[src/rtl/uart_console_rx.sv]
// uart_console_rx
// 8N1 UART receiver feeding a first-word-fall-through byte FIFO. It captures
// the SoC console TX stream and hands bytes to a valid/ready consumer.
//
// Parameters
//   CLKS_PER_BIT : clock cycles per UART bit (even, >= 4)
//   FIFO_DEPTH   : FIFO entries (power of 2, >= 2)
// Ports
//   cpu_clk    : clock, rising edge
//   cpu_rst    : synchronous active-high reset
//   uart_sin   : serial input, idle high, asynchronous to cpu_clk
//   rx_data    : FIFO head byte, meaningful while rx_valid
//   rx_valid   : FIFO not empty
//   rx_ready   : consumer accepts head byte when rx_valid && rx_ready
//   frame_err  : one-cycle pulse, stop bit sampled low
//   overrun    : one-cycle pulse, received byte dropped on full FIFO
//   fifo_count : occupied FIFO entries
module uart_console_rx #(
    parameter int CLKS_PER_BIT = 16,
    parameter int FIFO_DEPTH   = 8
) (
    input  logic                          cpu_clk,
    input  logic                          cpu_rst,
    input  logic                          uart_sin,
    output logic [7:0]                    rx_data,
    output logic                          rx_valid,
    input  logic                          rx_ready,
    output logic                          frame_err,
    output logic                          overrun,
    output logic [$clog2(FIFO_DEPTH):0]   fifo_count
);

    localparam int CW   = $clog2(CLKS_PER_BIT);
    localparam int AW   = $clog2(FIFO_DEPTH);
    localparam int CNTW = AW + 1;

    // Counter is loaded with (period - 1) and the sample is taken on the edge
    // where it reads zero, so a load on edge T fires on edge T + period.
    localparam logic [CW-1:0] H_LOAD = CW'(CLKS_PER_BIT / 2 - 1);
    localparam logic [CW-1:0] N_LOAD = CW'(CLKS_PER_BIT - 1);

    typedef enum logic [2:0] {
        S_IDLE,
        S_START,
        S_DATA,
        S_STOP,
        S_BREAK
    } state_t;

    // ------------------------------------------------------------------
    // Input synchronizer (resets to the idle line level)
    // ------------------------------------------------------------------
    logic sync1, s_in;

    always_ff @(posedge cpu_clk) begin
        if (cpu_rst) begin
            sync1 <= 1'b1;
            s_in  <= 1'b1;
        end else begin
            sync1 <= uart_sin;
            s_in  <= sync1;
        end
    end

    // ------------------------------------------------------------------
    // Receive FSM
    // ------------------------------------------------------------------
    state_t        state, state_nxt;
    logic [CW-1:0] cnt, cnt_nxt;
    logic [2:0]    bit_idx, bit_nxt;
    logic [7:0]    shift, shift_nxt;
    logic          push_req;
    logic          ferr_nxt;

    always_ff @(posedge cpu_clk) begin
        if (cpu_rst) begin
            state     <= S_IDLE;
            cnt       <= '0;
            bit_idx   <= '0;
            shift     <= '0;
            frame_err <= 1'b0;
        end else begin
            state     <= state_nxt;
            cnt       <= cnt_nxt;
            bit_idx   <= bit_nxt;
            shift     <= shift_nxt;
            frame_err <= ferr_nxt;
        end
    end

    always_comb begin
        state_nxt = state;
        cnt_nxt   = cnt;
        bit_nxt   = bit_idx;
        shift_nxt = shift;
        push_req  = 1'b0;
        ferr_nxt  = 1'b0;

        unique case (state)
            S_IDLE: begin
                if (!s_in) begin
                    cnt_nxt   = H_LOAD;
                    state_nxt = S_START;
                end
            end

            S_START: begin
                if (cnt == '0) begin
                    if (s_in) begin
                        // Line recovered before mid start bit: glitch.
                        state_nxt = S_IDLE;
                    end else begin
                        state_nxt = S_DATA;
                        cnt_nxt   = N_LOAD;
                        bit_nxt   = 3'd0;
                    end
                end else begin
                    cnt_nxt = cnt - CW'(1);
                end
            end

            S_DATA: begin
                if (cnt == '0) begin
                    shift_nxt = {s_in, shift[7:1]};   // LSB first
                    cnt_nxt   = N_LOAD;
                    if (bit_idx == 3'd7) begin
                        state_nxt = S_STOP;
                    end else begin
                        bit_nxt = bit_idx + 3'd1;
                    end
                end else begin
                    cnt_nxt = cnt - CW'(1);
                end
            end

            S_STOP: begin
                if (cnt == '0) begin
                    if (s_in) begin
                        push_req  = 1'b1;
                        state_nxt = S_IDLE;
                    end else begin
                        ferr_nxt  = 1'b1;
                        state_nxt = S_BREAK;
                    end
                end else begin
                    cnt_nxt = cnt - CW'(1);
                end
            end

            S_BREAK: begin
                // Hold here while the line stays low so a break yields a
                // single frame_err rather than a stream of bogus frames.
                if (s_in) begin
                    state_nxt = S_IDLE;
                end
            end

            default: begin
                state_nxt = S_IDLE;
            end
        endcase
    end

    // ------------------------------------------------------------------
    // Output FIFO: pointers carry an extra wrap bit so full and empty
    // are distinguishable and the count is a plain subtraction.
    // ------------------------------------------------------------------
    logic [7:0]    mem [FIFO_DEPTH];
    logic [AW:0]   wr_ptr, rd_ptr;
    logic          full, pop, do_push;

    assign fifo_count = wr_ptr - rd_ptr;
    assign rx_valid   = (wr_ptr != rd_ptr);
    assign full       = (fifo_count == CNTW'(FIFO_DEPTH));
    assign pop        = rx_valid && rx_ready;
    // A pop on the same edge frees the slot, so a full FIFO still accepts.
    assign do_push    = push_req && (!full || pop);
    assign rx_data    = mem[rd_ptr[AW-1:0]];

    always_ff @(posedge cpu_clk) begin
        if (cpu_rst) begin
            wr_ptr  <= '0;
            rd_ptr  <= '0;
            overrun <= 1'b0;
            for (int i = 0; i < FIFO_DEPTH; i++) begin
                mem[i] <= '0;
            end
        end else begin
            overrun <= push_req && full && !pop;
            if (do_push) begin
                mem[wr_ptr[AW-1:0]] <= shift;
                wr_ptr              <= wr_ptr + CNTW'(1);
            end
            if (pop) begin
                rd_ptr <= rd_ptr + CNTW'(1);
            end
        end
    end

endmodule
[config.mk]
export PLATFORM = sky130hd
export DESIGN_NAME = uart_console_rx
export DESIGN_NICKNAME = d
export VERILOG_FILES = /design/src/rtl/uart_console_rx.sv
export SDC_FILE = /design/constraint.sdc
export NUM_CORES = 1
export LEC_CHECK = 0
export CAP_MARGIN = 10
export CORE_ASPECT_RATIO = 0.7
export CORE_UTILIZATION = 54
export DETAILED_ROUTE_END_ITERATION = 10
export PLACE_DENSITY = 0.75
export SETUP_SLACK_MARGIN = 0.1
export SKIP_CTS_REPAIR_TIMING = 1
export SYNTH_ARGS = -nofsm -noshare
export SYNTH_HDL_FRONTEND = slang
export SYNTH_SLANG_ARGS = --single-unit
[constraint.sdc]
create_clock -name cpu_clk -period 3 [get_ports cpu_clk]
set_input_delay 0.45 -clock cpu_clk [delete_from_list [all_inputs] [get_ports cpu_clk]]
set_output_delay 0.45 -clock cpu_clk [all_outputs]
set_load 0.02 [all_outputs]
# Word level (Yosys, flattened, before mapping)
# Memories as Yosys holds them, arrays and structs flattened. A register that Yosys moved wholly into a read port is not among the register bits.
# Index checks and enable logic that the tools add are counted.
dict set report word_totals {
  register_bits 30
  ramBits 64
  in_bits 4
  out_inout_bits 15
  word_cells 86
  memories 1
}
# name words width read_ports rd_clocked_by_memory_dff write_ports line
set memory_table {}
lappend memory_table {mem 8 8 1 1 8 168} ;# logic [7:0] mem [FIFO_DEPTH];
dict set report op_classes {
  addsub 5
  eq_ne 17
  muxes 34
  bitwise_logic 2
  reduce_logical 17
}
# op count
set op_table {}
lappend op_table {{3-bit 2-to-1 mux} 14}
lappend op_table {{4-bit 2-to-1 mux} 5}
lappend op_table {{2-bit inequality test (second input constant)} 9}
lappend op_table {{4-bit one-hot mux with 4 select lines} 1}
lappend op_table {{3-bit one-hot mux with 5 select lines} 1}
lappend op_table {{1-bit 2-to-1 mux} 10}
lappend op_table {{4-bit by 1-bit adder with 4-bit output (second input constant)} 2}
lappend op_table {{8-bit 2-to-1 mux} 1}
lappend op_table {{8-bit OR reduction} 1}
lappend op_table {{3-bit by 2-bit == test with 1-bit output (second input constant)} 2}
lappend op_table {{3-bit == test (second input constant)} 2}
lappend op_table {{3-bit one-hot mux with 2 select lines} 1}
lappend op_table {{6-bit AND reduction} 1}
lappend op_table {{5-bit AND reduction} 1}
lappend op_table {{4-bit == test (second input constant)} 1}
lappend op_table {{1-bit logical AND} 4}
lappend op_table {{4-bit zero test} 1}
lappend op_table {{4-bit inequality test} 1}
lappend op_table {{4-bit AND reduction} 1}
lappend op_table {{4-bit nonzero test} 1}
lappend op_table {{4-bit by 1-bit subtractor with 4-bit output (second input constant)} 1}
lappend op_table {{4-bit subtractor} 1}
lappend op_table {{3-bit by 1-bit adder with 3-bit output (second input constant)} 1}
lappend op_table {{3-bit by 1-bit == test with 1-bit output (second input constant)} 1}
lappend op_table {{other kinds (9)} 11}

# Logic depth before layout (Yosys ltp)
dict set report logic_depth {
  ltp_word 10
  mapped_depth 10
  mapped_depth_nobuf 9
}

# Worst setup path after synthesis
# Ideal clock, no wire load.
dict set report synth_path {
  kind {reg-to-reg}
  start {register wr_ptr[0]}
  end {memory mem[0][0] (enable)}
  setup_ps 398
  t_arrival_ps 2906
  required_ps 2602
  path_slack_ps -304
  path_stages_with_launch 10
  n_path_buf 1
  period_less_slack_ps 3304
  cell_sequence {dfxtp_1 -> inv_1 -> ha_1 -> inv_1 -> fa_1 -> xor2_1 -> nor3_1 -> a41o_1 -> buf_2 -> o41ai_1}
}
# item line
set synth_rtl {}
lappend synth_rtl {{from (decl)} 169} ;# logic [AW:0] wr_ptr, rd_ptr;
lappend synth_rtl {{from (signal assigned)} 192} ;# wr_ptr <= wr_ptr + CNTW'(1);
lappend synth_rtl {{to (decl)} 168}

==> impl_metrics.json <==
{
  "outcome": "finished with violations",
  "failed_checks": "DRC",
  "drtIter0Drc": 122,
  "grt-ovfl-total": 0,
  "drive_gt1_frac": 0.189,
  "vias_per_cell": 5.62,
  "irDropWorstVdd_v": 0.000367,
  "leakage_nw": 1.87,
  "clk_latency_ns": 0.34,
  "rsz0062_at_grt": "false",
  "num_io_pins": 19,
  "die_h_um": 78.4,
  "cts.path.max_buffers": 2,
  "worst_slack_ns": 0.270,
  "cp_cell_sequence": "buf_6 > mux4_2 > mux2_2 > clkdlybuf4s50_1",
  "h-tree-depth": 3,
  "hold_path.class": "reg2reg",
  "firstDrtPassIters": 7,
  "remaining_drc_errors": 2,
  "dpl.cell_count": 476,
  "synth_edf_count": 64,
  "min_path_cells": 1,
  "cts_sinks": 97,
  "place_ws_ns": 0.308,
  "fp-row-count": 27,
  "slew_headroom": 0.623,
  "grtUsageTotal": 0.224,
  "r2r_slack_ns": 0.31,
  "netlist.area_leader.share": 0.427,
  "antenna_found_initial": 0,
  "grt_pass1_vias": 2781,
  "synth_cell_types": 47,
  "drtAntennaViolNets": 0,
  "portBuffers": 18,
  "async_reset_ff_frac": 0,
  "cts_buffers": 9,
  "tritoncts": "built",
  "finalNetCount": 399,
  "crit_slowest_cell": "mux4_2",
  "maxCapViolCount": 0,
  "power_density_nw_per_um2": 540,
  "final_cells": 492,
  "worstPathMaxFanout": 16,
  "wl_per_cell_um": 17.7,
  "fin_crit_sh": 0.910,
  "period_needed_ns": 2.73,
  "arrival_ns": 2.28,
  "die_w_um": 111,
  "hold_violations": 0,
  "dp_hpwl_mm": 5.98,
  "vias": 2766,
  "initial_utilization": 0.564,
  "ys.flop_type": "edfxtp_1",
  "crit_required_ns": 2.55,
  "fillers": 614,
  "synth.cell_area_um2": 4500,
  "antenna_cells": 0,
  "ys_ff_latch": 97,
  "finalSetupTns_ns": 0,
  "cp-end-kind": "output port",
  "synth_top_area_cell": "edfxtp_1",
  "start_kind": "flip-flop",
  "worstMarginPinSlew_ns": 0.561,
  "synthTopCellsByArea": "edfxtp_1 43%, dfxtp_1 15%, and2_1 9.0%",
  "clock.fmax_mhz": 366,
  "synthCells": 357,
  "core_area_um2": 7970,
  "grt_max_degree": 30,
  "root_buffer": "clkbuf_16",
  "synth_fp_nets": 370,
  "grt_pass1_wl_mm": 14.5,
  "place.gp.congestion": 0.832,
  "slew_viol_final": 0,
  "finalSetupViolCount": 0,
  "max_stage_delay_ns": 0.56,
  "rr_worst_depth": 8,
  "clk_pin_slew_ns": 0.06,
  "yosysSeqAreaShare": 0.574,
  "skew_ns": 0.00769,
  "yosysWarningCount": 0,
  "criticalPathCategory": "reg2out",
  "routed_wl_mm": 8.71,
  "die_area_um2": 8700,
  "synthToLayoutAreaGrowth_pct": 15.9,
  "finalPower_mw": 2.82,
  "syn_avg_cell_area_um2": 12.6
}
## cells in the mapped netlist, types with 2 or more instances
cell	count
nand2_1	23
mux2i_1	3
nor2_1	10
a211oi_1	2
xor2_1	3
nor4_4	2
nand4_1	2
nor3_1	7
dfxtp_1	33
a21oi_1	17
nor2b_1	3
or2_2	3
xnor2_1	2
and2_1	65
o21ai_0	7
o31ai_1	4
nand2b_1	3
nor3_2	6
edfxtp_1	64
a31oi_1	2
clkbuf_1	9
mux2_2	8
or3_1	2
o21a_1	3
nand3_1	15
mux4_2	16
buf_1	4
inv_1	11
buf_2	3
ha_1	8
## layer usage
metal / share of wire / wire, µm / GRT usage
met5: 0 / 0 / 0
met4: 0.0068 / 59 / 0.0568
met3: 0.050 / 434 / 0.0502
met2: 0.47 / 4120 / 0.366
met1: 0.47 / 4090 / 0.307
## worst max-delay path, delay by kind of cell, from the launching register on
kind | cells | cell delay, ns
muxes | 2 | 0.84
buffers and inverters | 2 | 0.77
DFF | 1 | 0.32
## cell type report
cell class / count / area [µm²] / area share
clock inverter: 5 / 78.8 / 0.0151
clock buffer: 11 / 243 / 0.0466
inverter: 11 / 41.3 / 0.00792
multi-input combinational: 232 / 1830 / 0.351
tap: 101 / 126 / 0.0242
sequential: 97 / 2580 / 0.495
timing repair buffer: 35 / 312 / 0.0598
## report_power, final
| part | switching (mW) | internal (mW) |
|---|---|---|
| clock | 0.474 | 0.754 |
| combinational | 0.0712 | 0.0507 |
| sequential | 0.0145 | 1.45 |
## cells in the final DEF (no fill, tap or decap), types with 11 or more instances in the layout
master           instances
a21oi_1                 17
and2_1                  65
buf_4                   16
clkdlybuf4s50_1         18
dfxtp_1                 33
edfxtp_1                64
inv_1                   11
mux4_2                  16
nand2_1                 23
nand3_1                 15
## cells by family after synthesis
family | after synthesis | synth area share
AO/OA/AOI/OAI | 44 | 0.0609
buffers and inverters | 28 | 0.0259
flip-flops | 97 | 0.574
AND/OR/NAND/NOR | 147 | 0.196
XOR/XNOR | 5 | 0.00974
multiplexers | 27 | 0.107
adder cells (fa/ha/maj) | 9 | 0.0267
## path summary, 6_finish.rpt
check | start | endpoint
max | flip-flop | rx_data[5]
min | sync1 | s_in
max reg2reg | rd_ptr[0] | mem[1][1]
min reg2reg | sync1 | s_in
## per-stage QoR
| step | utilization | hold slack [ns] | cell area (µm²) |
|---|---|---|---|
| 2_1_floorplan | - | 0.389 | 4530 |
| 3_3_place_gp | 0.613 | 0.393 | 4890 |
| 3_5_place_dp | 0.613 | 0.400 | 4890 |
| 4_1_cts | 0.653 | 0.417 | 5210 |
| 5_1_grt | 0.654 | 0.454 | 5210 |
| 6_report | 0.654 | 0.413 | 5210 |
## flip-flops by register name, indices dropped and copies added (netlist names), named ones only
| name | flops |
|---|---|
| bit_idx | 3 |
| cnt | 4 |
| frame_err | 1 |
| mem | 64 |
| overrun | 1 |
| rd_ptr | 4 |
| s_in | 1 |
| shift | 8 |
| state | 3 |
| sync1 | 1 |
| wr_ptr | 4 |
(Power assumes the default switching activity.)
